<file path="config.mk">
export PLATFORM = sky130hd
export DESIGN_NAME = pcs_tx_encoder_pipe
export DESIGN_NICKNAME = d
export VERILOG_FILES = /design/src/rtl/pcs_tx_encoder_pipe.sv
export SDC_FILE = /design/constraint.sdc
export NUM_CORES = 1
export LEC_CHECK = 0
export ABC_AREA = 1
export BUFFER_PORTS_ARGS = -buffer_cell sky130_fd_sc_hd__clkbuf_2
export CAP_MARGIN = 20
export CORE_ASPECT_RATIO = 1.5
export CORE_MARGIN = 2
export CORE_UTILIZATION = 45
export CTS_CLUSTER_DIAMETER = 50
export CTS_CLUSTER_SIZE = 40
export DETAILED_ROUTE_END_ITERATION = 12
export HOLD_SLACK_MARGIN = 0.02
export MAX_ROUTING_LAYER = met4
export PLACE_DENSITY = 0.72
export SETUP_SLACK_MARGIN = 0.2
export SYNTH_ARGS = -nofsm -noshare
export SYNTH_HDL_FRONTEND = slang
export SYNTH_SLANG_ARGS = --single-unit
</file>
<file path="constraint.sdc">
create_clock -name TX_CLK -period 2.03 [get_ports TX_CLK]
set_clock_uncertainty 0.2 [all_clocks]
set_input_delay 0.406 -clock TX_CLK [delete_from_list [all_inputs] [get_ports TX_CLK]]
set_output_delay 0.406 -clock TX_CLK [all_outputs]
set_load 0.01 [all_outputs]
</file>
<file path="src/rtl/pcs_tx_encoder_pipe.sv">
// Multi-lane 64b/66b transmit PCS encoder: per-lane classify/sequence check (stage 1),
// optional x^58+x^39+1 scrambling and output registers (stage 2).
module pcs_tx_encoder_pipe #(
    parameter int unsigned LANES       = 2,
    parameter bit          SCRAMBLE_EN = 1'b1,
    parameter int unsigned CNT_WIDTH   = 16
) (
    input  logic                    TX_CLK,
    input  logic                    TX_RST_N,
    input  logic [64*LANES-1:0]     TXD,
    input  logic [8*LANES-1:0]      TX_C,
    input  logic                    TX_VALID,
    input  logic                    CNT_CLR,
    output logic [66*LANES-1:0]     TX_BLOCK,
    output logic                    TX_BLOCK_VALID,
    output logic [CNT_WIDTH-1:0]    ERR_CNT
);

    localparam int unsigned BLK_W = 66;
    localparam int unsigned PAY_W = 64;
    localparam logic [57:0] SCR_SEED = 58'h3FF_FFFF_FFFF_FFFF;
    localparam logic [BLK_W-1:0] EBLOCK = {{8{7'h1E}}, 8'h1E, 2'b01};

    typedef enum logic [2:0] {ST_INIT, ST_C, ST_D, ST_T, ST_E} tx_state_e;
    typedef enum logic [2:0] {W_C, W_S, W_D, W_T, W_E} word_e;

    function automatic logic is_ctl(input logic [7:0] b);
        return (b == 8'h07) || (b == 8'h06) || (b == 8'hFE);
    endfunction

    function automatic logic [6:0] ctl_char(input logic [7:0] b);
        case (b)
            8'h06:   return 7'h06;
            8'hFE:   return 7'h1E;
            default: return 7'h00;
        endcase
    endfunction

    function automatic logic [7:0] term_type(input logic [2:0] n);
        case (n)
            3'd0:    return 8'h87;
            3'd1:    return 8'h99;
            3'd2:    return 8'hAA;
            3'd3:    return 8'hB4;
            3'd4:    return 8'hCC;
            3'd5:    return 8'hD2;
            3'd6:    return 8'hE1;
            default: return 8'hFF;
        endcase
    endfunction

    logic             s1_valid_q;
    logic [LANES-1:0] s1_err;

    for (genvar ln = 0; ln < LANES; ln++) begin : g_lane
        logic [PAY_W-1:0] d_w;
        logic [7:0]       c_w;
        word_e            wtype;
        logic [BLK_W-1:0] enc;
        tx_state_e        state_q, state_d;
        logic [BLK_W-1:0] blk_d, s1_blk_q;
        logic             err_d, s1_err_q;
        logic [57:0]      scr_q, scr_d;
        logic [PAY_W-1:0] pay_scr;
        logic [BLK_W-1:0] out_q;

        assign d_w = TXD[64*ln +: 64];
        assign c_w = TX_C[8*ln +: 8];

        // Word classification and block encoding
        always_comb begin
            logic       ctl_all;
            logic       t_ok;
            logic [2:0] t_n;
            logic       hit;
            wtype   = W_E;
            enc     = EBLOCK;
            ctl_all = 1'b1;
            t_ok    = 1'b0;
            t_n     = 3'd0;
            hit     = 1'b0;
            for (int k = 0; k < 8; k++) begin
                ctl_all = ctl_all & is_ctl(d_w[8*k +: 8]);
            end
            // Terminate: n data bytes, FD at byte n, idles above it
            for (int n = 0; n < 8; n++) begin
                hit = (c_w == 8'(8'hFF << n)) && (d_w[8*n +: 8] == 8'hFD);
                for (int k = n + 1; k < 8; k++) begin
                    hit = hit & (d_w[8*k +: 8] == 8'h07);
                end
                if (hit) begin
                    t_ok = 1'b1;
                    t_n  = 3'(n);
                end
            end
            if (c_w == 8'h00) begin
                wtype = W_D;
                enc   = {d_w, 2'b10};
            end else if (c_w == 8'h01 && d_w[7:0] == 8'hFB) begin
                wtype = W_S;
                enc   = {d_w[63:8], 8'h78, 2'b01};
            end else if (c_w == 8'hFF && ctl_all) begin
                wtype = W_C;
                enc   = {56'd0, 8'h1E, 2'b01};
                for (int k = 0; k < 8; k++) begin
                    enc[10+7*k +: 7] = ctl_char(d_w[8*k +: 8]);
                end
            end else if (t_ok) begin
                wtype = W_T;
                enc   = {56'd0, term_type(t_n), 2'b01};
                for (int k = 0; k < 7; k++) begin
                    if (k < int'(t_n)) begin
                        enc[10+8*k +: 8] = d_w[8*k +: 8];
                    end
                end
            end
        end

        // Sequencing FSM: next state and stage-1 block
        always_comb begin
            logic legal;
            state_d = state_q;
            blk_d   = EBLOCK;
            err_d   = 1'b1;
            legal   = 1'b0;
            case (state_q)
                ST_INIT, ST_C, ST_T: legal = (wtype == W_C) || (wtype == W_S);
                ST_D:                legal = (wtype == W_D) || (wtype == W_T);
                default:             legal = (wtype != W_E);
            endcase
            if (legal) begin
                blk_d = enc;
                err_d = 1'b0;
                case (wtype)
                    W_C:      state_d = ST_C;
                    W_S, W_D: state_d = ST_D;
                    W_T:      state_d = ST_T;
                    default:  state_d = ST_E;
                endcase
            end else begin
                state_d = ST_E;
            end
        end

        always_ff @(posedge TX_CLK or negedge TX_RST_N) begin
            if (!TX_RST_N) begin
                state_q  <= ST_INIT;
                s1_blk_q <= '0;
                s1_err_q <= 1'b0;
            end else if (TX_VALID) begin
                state_q  <= state_d;
                s1_blk_q <= blk_d;
                s1_err_q <= err_d;
            end
        end

        // Self-synchronising scrambler over payload bits, LSB first
        always_comb begin
            logic [57:0] s;
            s       = scr_q;
            pay_scr = '0;
            for (int j = 0; j < 64; j++) begin
                pay_scr[j] = s1_blk_q[j+2] ^ s[38] ^ s[57];
                s          = {s[56:0], pay_scr[j]};
            end
            scr_d = s;
        end

        always_ff @(posedge TX_CLK or negedge TX_RST_N) begin
            if (!TX_RST_N) begin
                scr_q <= SCR_SEED;
                out_q <= '0;
            end else if (s1_valid_q) begin
                if (SCRAMBLE_EN) begin
                    out_q <= {pay_scr, s1_blk_q[1:0]};
                    scr_q <= scr_d;
                end else begin
                    out_q <= s1_blk_q;
                end
            end
        end

        assign TX_BLOCK[66*ln +: 66] = out_q;
        assign s1_err[ln]            = s1_err_q;
    end

    always_ff @(posedge TX_CLK or negedge TX_RST_N) begin
        if (!TX_RST_N) begin
            s1_valid_q     <= 1'b0;
            TX_BLOCK_VALID <= 1'b0;
            ERR_CNT        <= '0;
        end else begin
            s1_valid_q     <= TX_VALID;
            TX_BLOCK_VALID <= s1_valid_q;
            if (CNT_CLR) begin
                ERR_CNT <= '0;
            end else if (s1_valid_q && (|s1_err) && (ERR_CNT != {CNT_WIDTH{1'b1}})) begin
                ERR_CNT <= ERR_CNT + CNT_WIDTH'(1);
            end
        end
    end

endmodule

</file>
==> results of run 1 <==
[cell usage after synthesis (all sizes together), types with 2 or more instances]
| cell type | instances |
|---|---|
| clkinv | 2 |
| clkbuf | 69 |
| xnor2 | 92 |
| nand3 | 143 |
| o211ai | 5 |
| a22oi | 13 |
| nor3 | 52 |
| a31oi | 5 |
| nor2 | 305 |
| a32oi | 3 |
| buf | 30 |
| nor3b | 2 |
| and2 | 2 |
| nand4 | 60 |
| dfstp | 116 |
| xor2 | 152 |
| dfrtp | 290 |
| o31ai | 4 |
| a21boi | 2 |
| inv | 238 |
| o21ai | 147 |
| or2 | 43 |
| nand2 | 1094 |
| a22o | 7 |
| a21oi | 89 |
| o22ai | 28 |
| nand3b | 7 |
| o21a | 2 |
| ha | 7 |
| nor4 | 6 |
[through the flow]
stage / setup WS, ps / hold WS [ps]
detailed placement: -910 / 83.1
floorplan: -379 / -89.6
CTS: -129 / 20.7
global placement: -984 / 79.7
finish: -259 / 47.5
global route: -298 / 64.4
[tightest hold or removal path, cell delays in order]
cell and delay [ps]:
clkbuf_2 120, buf_4 140, a21oi_2 70, a21oi_2 120
[routing by layer]
layer	wire, um	up-vias
li1	-	11300
met1	32000	11300
met2	49500	904
met3	3970	381
met4	9990	0
met5	0	-
[flip-flops by register name (all words and copies together), names as in the netlist]
signal / flops
ERR_CNT: 16
TX_BLOCK_VALID: 1
g_lane.out_q: 132
g_lane.s1_blk_q: 132
g_lane.s1_err_q: 2
g_lane.scr_q: 116
g_lane.state_q: 6
s1_valid_q: 1
[timing repair]
action	in CTS	in global routing
cloned	2	3
setup endpoints to repair	218	278
buffers inserted	21	74
resized for setup	106	402
pin swaps	48	165
endpoints found under the hold margin	364	1
hold buffers	9	1
[cell type report]
class / instances / share of cell area, %
Antenna cell: 1 / 0.00750
Clock buffer: 32 / 2.33
Clock inverter: 24 / 1.18
Inverter: 240 / 2.97
Multi-Input combinational cell: 2276 / 39.1
Sequential cell: 406 / 30.9
Tap cell: 669 / 2.51
Timing Repair Buffer: 930 / 21.0
[power groups by stage]
| stage | clock network [mW] | logic, mW | registers (mW) |
|---|---|---|---|
| final | 6.86 | 13.0 | 13.7 |
| after floorplan | 0 | 6.66 | 13.8 |
| after CTS | 6.93 | 12.6 | 13.7 |
| after global placement | 0 | 12.1 | 13.7 |
| after global routing | 7.28 | 14.2 | 14.0 |
| after detailed placement | 0 | 12.4 | 13.7 |
[worst max path at each step]
stage / startpoint / cells after the start / slack, ps / endpoint
2_1_floorplan: TXD[60] / 18 / -380 / g_lane[0].s1_blk_q[3]
4_1_cts: TXD[63] / 18 / -130 / g_lane[0].s1_blk_q[4]
3_3_place_gp: TXD[60] / 17 / -980 / g_lane[0].s1_blk_q[5]
6_report: TX_C[15] / 18 / -260 / g_lane[1].s1_blk_q[28]
3_5_place_dp: TXD[47] / 15 / -910 / g_lane[0].s1_blk_q[35]
5_1_grt: TXD[51] / 18 / -300 / g_lane[0].s1_blk_q[3]
[cell families (layout without fill, tap and decap cells)]
kind of cell               count (synthesis)  count (layout)  share of synthesized area (%)
and+or+nand+nor                         1714            1714                           31.9
DFF                                      406             406                           44.9
buffers and inverters                    339            1226                           5.93
AOI/OAI and AO/OA                        311             311                           7.54
xor gates and xnor gates                 244             244                           9.32
adders and majority gates                  7               7                          0.382
other                                      0               1                              0
==> impl_results.md, run 1 <==
* Max cap viols at 0
* Sequential cell area at about 10000 um2
* CP bufs+invs at 5
* Routed length per instance at about 21 um
* Core Util, Final at 66.0%
* Met3 Resource Use GR at between 3 and 4%
* Critical Path Fanout Max at 5
* Sequential area share after synthesis at about 45%
* Cell Int Power at between 20 and 25 mW
* Dominant cells by area after synthesis: dfrtp_1 (32%), nand2_1 (18%), dfstp_2 (13%), xor2_1 (5.8%), nor2_1 (4.5%)
* #FFs+latches synth at just over 400
* Highest clock rate at about 440 MHz
* Antenna Nets Post-Route at 0
* Hold crit path type: in -> reg
* Final Wtd Congestion at roughly 1.0
* CP Cell Sequence: buf_8 > nand2_4 > nor2_4 > buf_6 > nand4_1 > nor2_1 > nand2_2 > nand2_4 > nor2_4 > nand2_4 > nor2_4 > nor2_4 > nand2_8 > buf_4 > buf_4 > a21oi_2 > buf_4 > a21oi_2
* Final Cycle Share at 113%
* Layout Nets at 4039
* Pwr Total at 33.6 mW
* Hold Path End: g_lane[1].s1_blk_q[32]
* Area of the multi-input gates at between 10000 and 15000 um2
* Die height at ~280 um
* Capture point of the worst reg-to-reg path: ERR_CNT[4]
* Crit end category: flop
* Sequential share of power at about 41%
* Via count at 23900
* Syn avg cell area at 7.59 um2
* Post-synthesis cell type count at 54
* Pleak at about 17 nW
* Cell taking the most area after synthesis: dfrtp_1
* Initial DRC count at 1545
* Buffers on Ports at 296
* Psw at 13.3 mW
* Worst vdd ir at about 0.96 mV
* Initial antenna violation count at 1
* Sw Share at 39.7%
* Non-Filler Instances at ~4600
* Total track usage at a little over a third
* Root buffer cell: clkbuf_16
* M1 GR Usage at around a third
* # DRC at 0
* Worst path slowest cell: nor2_4
* Worst EP required at 2370 ps
* Commonest non-fill, non-tap cell in the layout: nand2_1
* WP data arrival at roughly 2600 ps
* Setup Crit Path Kind: in -> reg
* Endpoints failing setup at 132
* Via-per-instance ratio at 5.22
* Worst hold path depth at 4
* Total Routed Length at approximately 95 mm
* Bufs on Longest Clock Path at 3
* Die ar. at around 53000 um2
* Reg clk slew, reported paths at about 100 ps
* Final hold vios at 0
* Net count after synthesis at around 3200
* Core area at a little over 50000 um2
* Most used DFF post-synth: dfrtp_1
* RSZ-0062 raised after global routing: yes
* Final worst slack at -259 ps
* Status: finished with violations
* Mapped cell area at roughly 23000 um2
* Most used cell, CP: nor2_4
* Most frequent cells in the layout: nand2_1 (1003), buf_4 (543), dfrtp_1 (289)
* HPWL Detailed at between 70 and 80 mm
* Post-layout min period at about 2300 ps
* TritonCTS Sinks at between 400 and 500
* Placed Area at 29300 um2
* H-tree depth at 1
* Routing usage on met2 at 63.7%
* Power share of the clock group at about a fifth
* CTS tree: built
* Worst-Skew Late Latency at 640 ps
* Hold Path Origin: TXD[94]
* Sum of negative setup slack at -15270 ps
* Reg2reg start: ERR_CNT[0]
* Top cell type's share of synthesized area at a little under a third
* PwrDens at just over 1000 nW/um2
* Max-slew violation count at 0
* Crit path launch type: primary input
* R2R depth at 12
* Layout area overhead at 45.4%
* Rows at 101
* Vias in the first global route at approximately 24000
* Fillcell total at roughly 4400
* Failing checks: negative setup slack
* Die width at between 150 and 200 um
* Share of cells above drive strength 1 at between 30% and 40%
* Logic pwr share at roughly 39%
* Mapped Cells at 3021
* Crit path max-delay family: simple AND/OR/NAND/NOR gates
* CP peak stage delay at 240 ps
* Largest net degree at the start of global routing at 159
* GRT overflow at 0
* Worst Max-Slew Pin Slew at 648 ps
* Initial core utilization at between 40% and 50%
* R2r setup slk at -40 ps
* Yosys warns at 0
* Post-synth EDFFs at 0
* First-pass GRT wire length at ~140 mm
* Async S/R FF share, synth at 100%
* Pre-antenna DRT Iters at 5
* Post-Place Cells at about 4400
* Final Cell Area at around 33000 um2
* Num ports at 297
* GRT Max-Usage Layer: met2
* CTS Buf Count at 30
* Slew HR at 56.8%
(Power assumes the default switching activity.)
==> inputs of run 2 (changes only) <==
--- a/config.mk
+++ b/config.mk
@@ -11,6 +11,7 @@
 export CORE_ASPECT_RATIO = 1.5
 export CORE_MARGIN = 2
 export CORE_UTILIZATION = 45
+export CTS_BUF_LIST = sky130_fd_sc_hd__clkbuf_8
 export CTS_CLUSTER_DIAMETER = 50
 export CTS_CLUSTER_SIZE = 40
 export DETAILED_ROUTE_END_ITERATION = 12
==> run 2 against run 1 <==
The run still ends with negative setup slack left. Register-to-register slack is essentially flat. Clock-buffer cell count is the same. Non-clock buffer count grew 32. Setup slack gained 160 ps. Power shrank 4.3%. Clock power shrank 22%. Worst hold slack lost 27 ps. Global-route usage grew 0.45 points. Sequential power is essentially flat. Design area grew 0.71%.
==> impl_results.md, run 2 (synthesized netlist as in run 1, its figures left out) <==
* Setup slack at placement at -910 ps
* Pwr Total at 32.2 mW
* Pleak at 16.9 nW
* Sequential cell area at 10300 um2
* Layout area overhead at 46.4%
* Total Routed Length at about 96 mm
* Pre-antenna DRT Iters at 6
* First-pass GRT wire length at roughly 140 mm
* Reg clk slew, reported paths at around 120 ps
* Worst vdd ir at around 0.74 mV
* Setup Crit Path Kind: in -> reg
* Layout Nets at between 4000 and 5000
* Num ports at roughly 300
* Final hold vios at 0
* Non-Filler Instances at around 4600
* Commonest non-fill, non-tap cell in the layout: nand2_1
* Core Util, Final at 66.4%
* Initial antenna violation count at 3
* Post-layout min period at approximately 2100 ps
* Fillcell total at 4364
* Status: finished with violations
* CP peak stage delay at approximately 250 ps
* Total track usage at a little over a third
* Largest net degree at the start of global routing at ~160
* Root buffer cell: clkbuf_8
* PwrDens at about 960 nW/um2
* R2r setup slk at -50 ps
* Highest clock rate at 469 MHz
* Crit path launch type: primary input
* Final worst slack at -103 ps
* Max-slew violation count at 0
* Placed Area at a little under 30000 um2
* Routed length per instance at roughly 21 um
* RSZ-0062 raised after global routing: yes
* Slew HR at 53.1%
* Failing checks: negative setup slack
* Via-per-instance ratio at around 5.2
* Most frequent cells in the layout: nand2_1 (993), buf_4 (544), dfrtp_1 (289)
* H-tree depth at 1
* Max cap viols at 0
* Final Wtd Congestion at approximately 1.0
* HPWL Detailed at about 75 mm
* Worst EP required at around 2400 ps
* GRT overflow at 0
* Antenna Nets Post-Route at 0
* Die width at ~190 um
* Post-Place Cells at ~4400
* Die height at about 280 um
* CP Cell Sequence: buf_8 > clkinv_8 > nand4_1 > nor2_4 > nand2_1 > buf_4 > nor2_1 > nand3_1 > nand3_2 > nor2_2 > nand3_4 > buf_12 > nand2_8 > nor2_8 > buf_6 > buf_6 > nand2_1 > nand2_1
* Rows at ~100
* Worst-Skew Late Latency at approximately 730 ps
* Vias in the first global route at between 20000 and 25000
* CP bufs+invs at 6
* Final Cycle Share at 105%
* Crit end category: flop
* Share of cells above drive strength 1 at 40.4%
* Die ar. at approximately 53000 um2
* Largest regs: g_lane.out_q x132, g_lane.s1_blk_q x132, g_lane.scr_q x116
* Initial core utilization at about 45%
* WHS at around 20 ps
* Worst Max-Slew Pin Slew at 704 ps
* Buffers on Ports at 296
* Critical Path Fanout Max at 8
* Final Cell Area at around 34000 um2
* Core area at between 50000 and 60000 um2
* WP data arrival at around 2500 ps
* Endpoints failing setup at 87
* Initial DRC count at about 1600
* Sum of negative setup slack at -4090 ps
* Most used cell, CP: nand2_1
* CTS tree: built
* Hold crit path type: in -> reg
* TritonCTS Sinks at around 400
* Crit path max-delay family: simple AND/OR/NAND/NOR gates
* Via count at roughly 24000
* CTS Buf Count at 30
* # DRC at 0
* Area of the multi-input gates at 13100 um2
* Worst path slowest cell: nor2_4
* Bufs on Longest Clock Path at 3
## run 2: cell types whose count changed in the layout (fill, tap and decap cells not counted), moves of 5 or more
cell,delta
clkbuf_8,+33
clkbuf_16,-29
dlygate4sd3_1,+17
buf_6,+16
clkbuf_2,-13
nand2_1,-10
nand2_2,+9
o21ai_2,+6
clkinv_8,+5
nor2_1,+5
nor2_4,-5
o21ai_0,-5
## run 2: worst reg2reg max path, stage by stage (launching register included)
cell	delay (ps)
dfrtp_1	400
ha_2	210
nand2_1	70
nor2_2	120
nand3_2	110
nor2_4	140
nand2_2	80
nand2_4	110
inv_8	50
buf_6	120
nand4_1	120
nor2_1	70
o21ba_2	190
## run 2: final timing paths
kind,to,depth (start not counted),start
setup / recovery,g_lane[0].state_q[0],18,TXD[60]
hold / removal,g_lane[1].s1_blk_q[62],4,TXD[124]
setup reg to reg,ERR_CNT[5],12,ERR_CNT[0]
hold reg to reg,g_lane[0].out_q[54],2,g_lane[0].out_q[54]
max in group asynchronous,s1_valid_q,3,TX_RST_N
min in group asynchronous,g_lane[1].scr_q[45],2,TX_RST_N
## run 2: cell type report
type                            instances  share of cell area [%]
Sequential cell                       406                    30.7
Tap cell                              669                    2.49
Inverter                              240                    2.99
Clock buffer                           32                    1.31
Multi-Input combinational cell       2276                    38.9
Antenna cell                            3                  0.0224
Timing Repair Buffer                  962                    22.4
Timing Repair inverter                  2                  0.0969
Clock inverter                         24                    1.13
## run 2: repair_timing
item / 4_1_cts / 5_1_grt
hold buffers: 25 / 2
gates resized for setup: 237 / 325
pin swaps: 110 / 172
endpoints found under the setup margin: 311 / 350
hold endpoints to repair: 425 / 2
setup buffers: 55 / 53
gates cloned: 7 / 2
## run 2: layer usage
layer / track usage (%) / share of wire [%]
met5: - / 0
met4: 31.8 / 11
met3: 3.63 / 4.6
met2: 63.6 / 51
met1: 34.7 / 33
## run 2: power by group
group          internal (mW)  switching, mW  leakage [nW]
Combinational           5.50           7.60          11.8
Sequential              11.5           2.20          4.65
Clock                   2.03           3.34         0.401
Total                   19.0           13.1          16.9
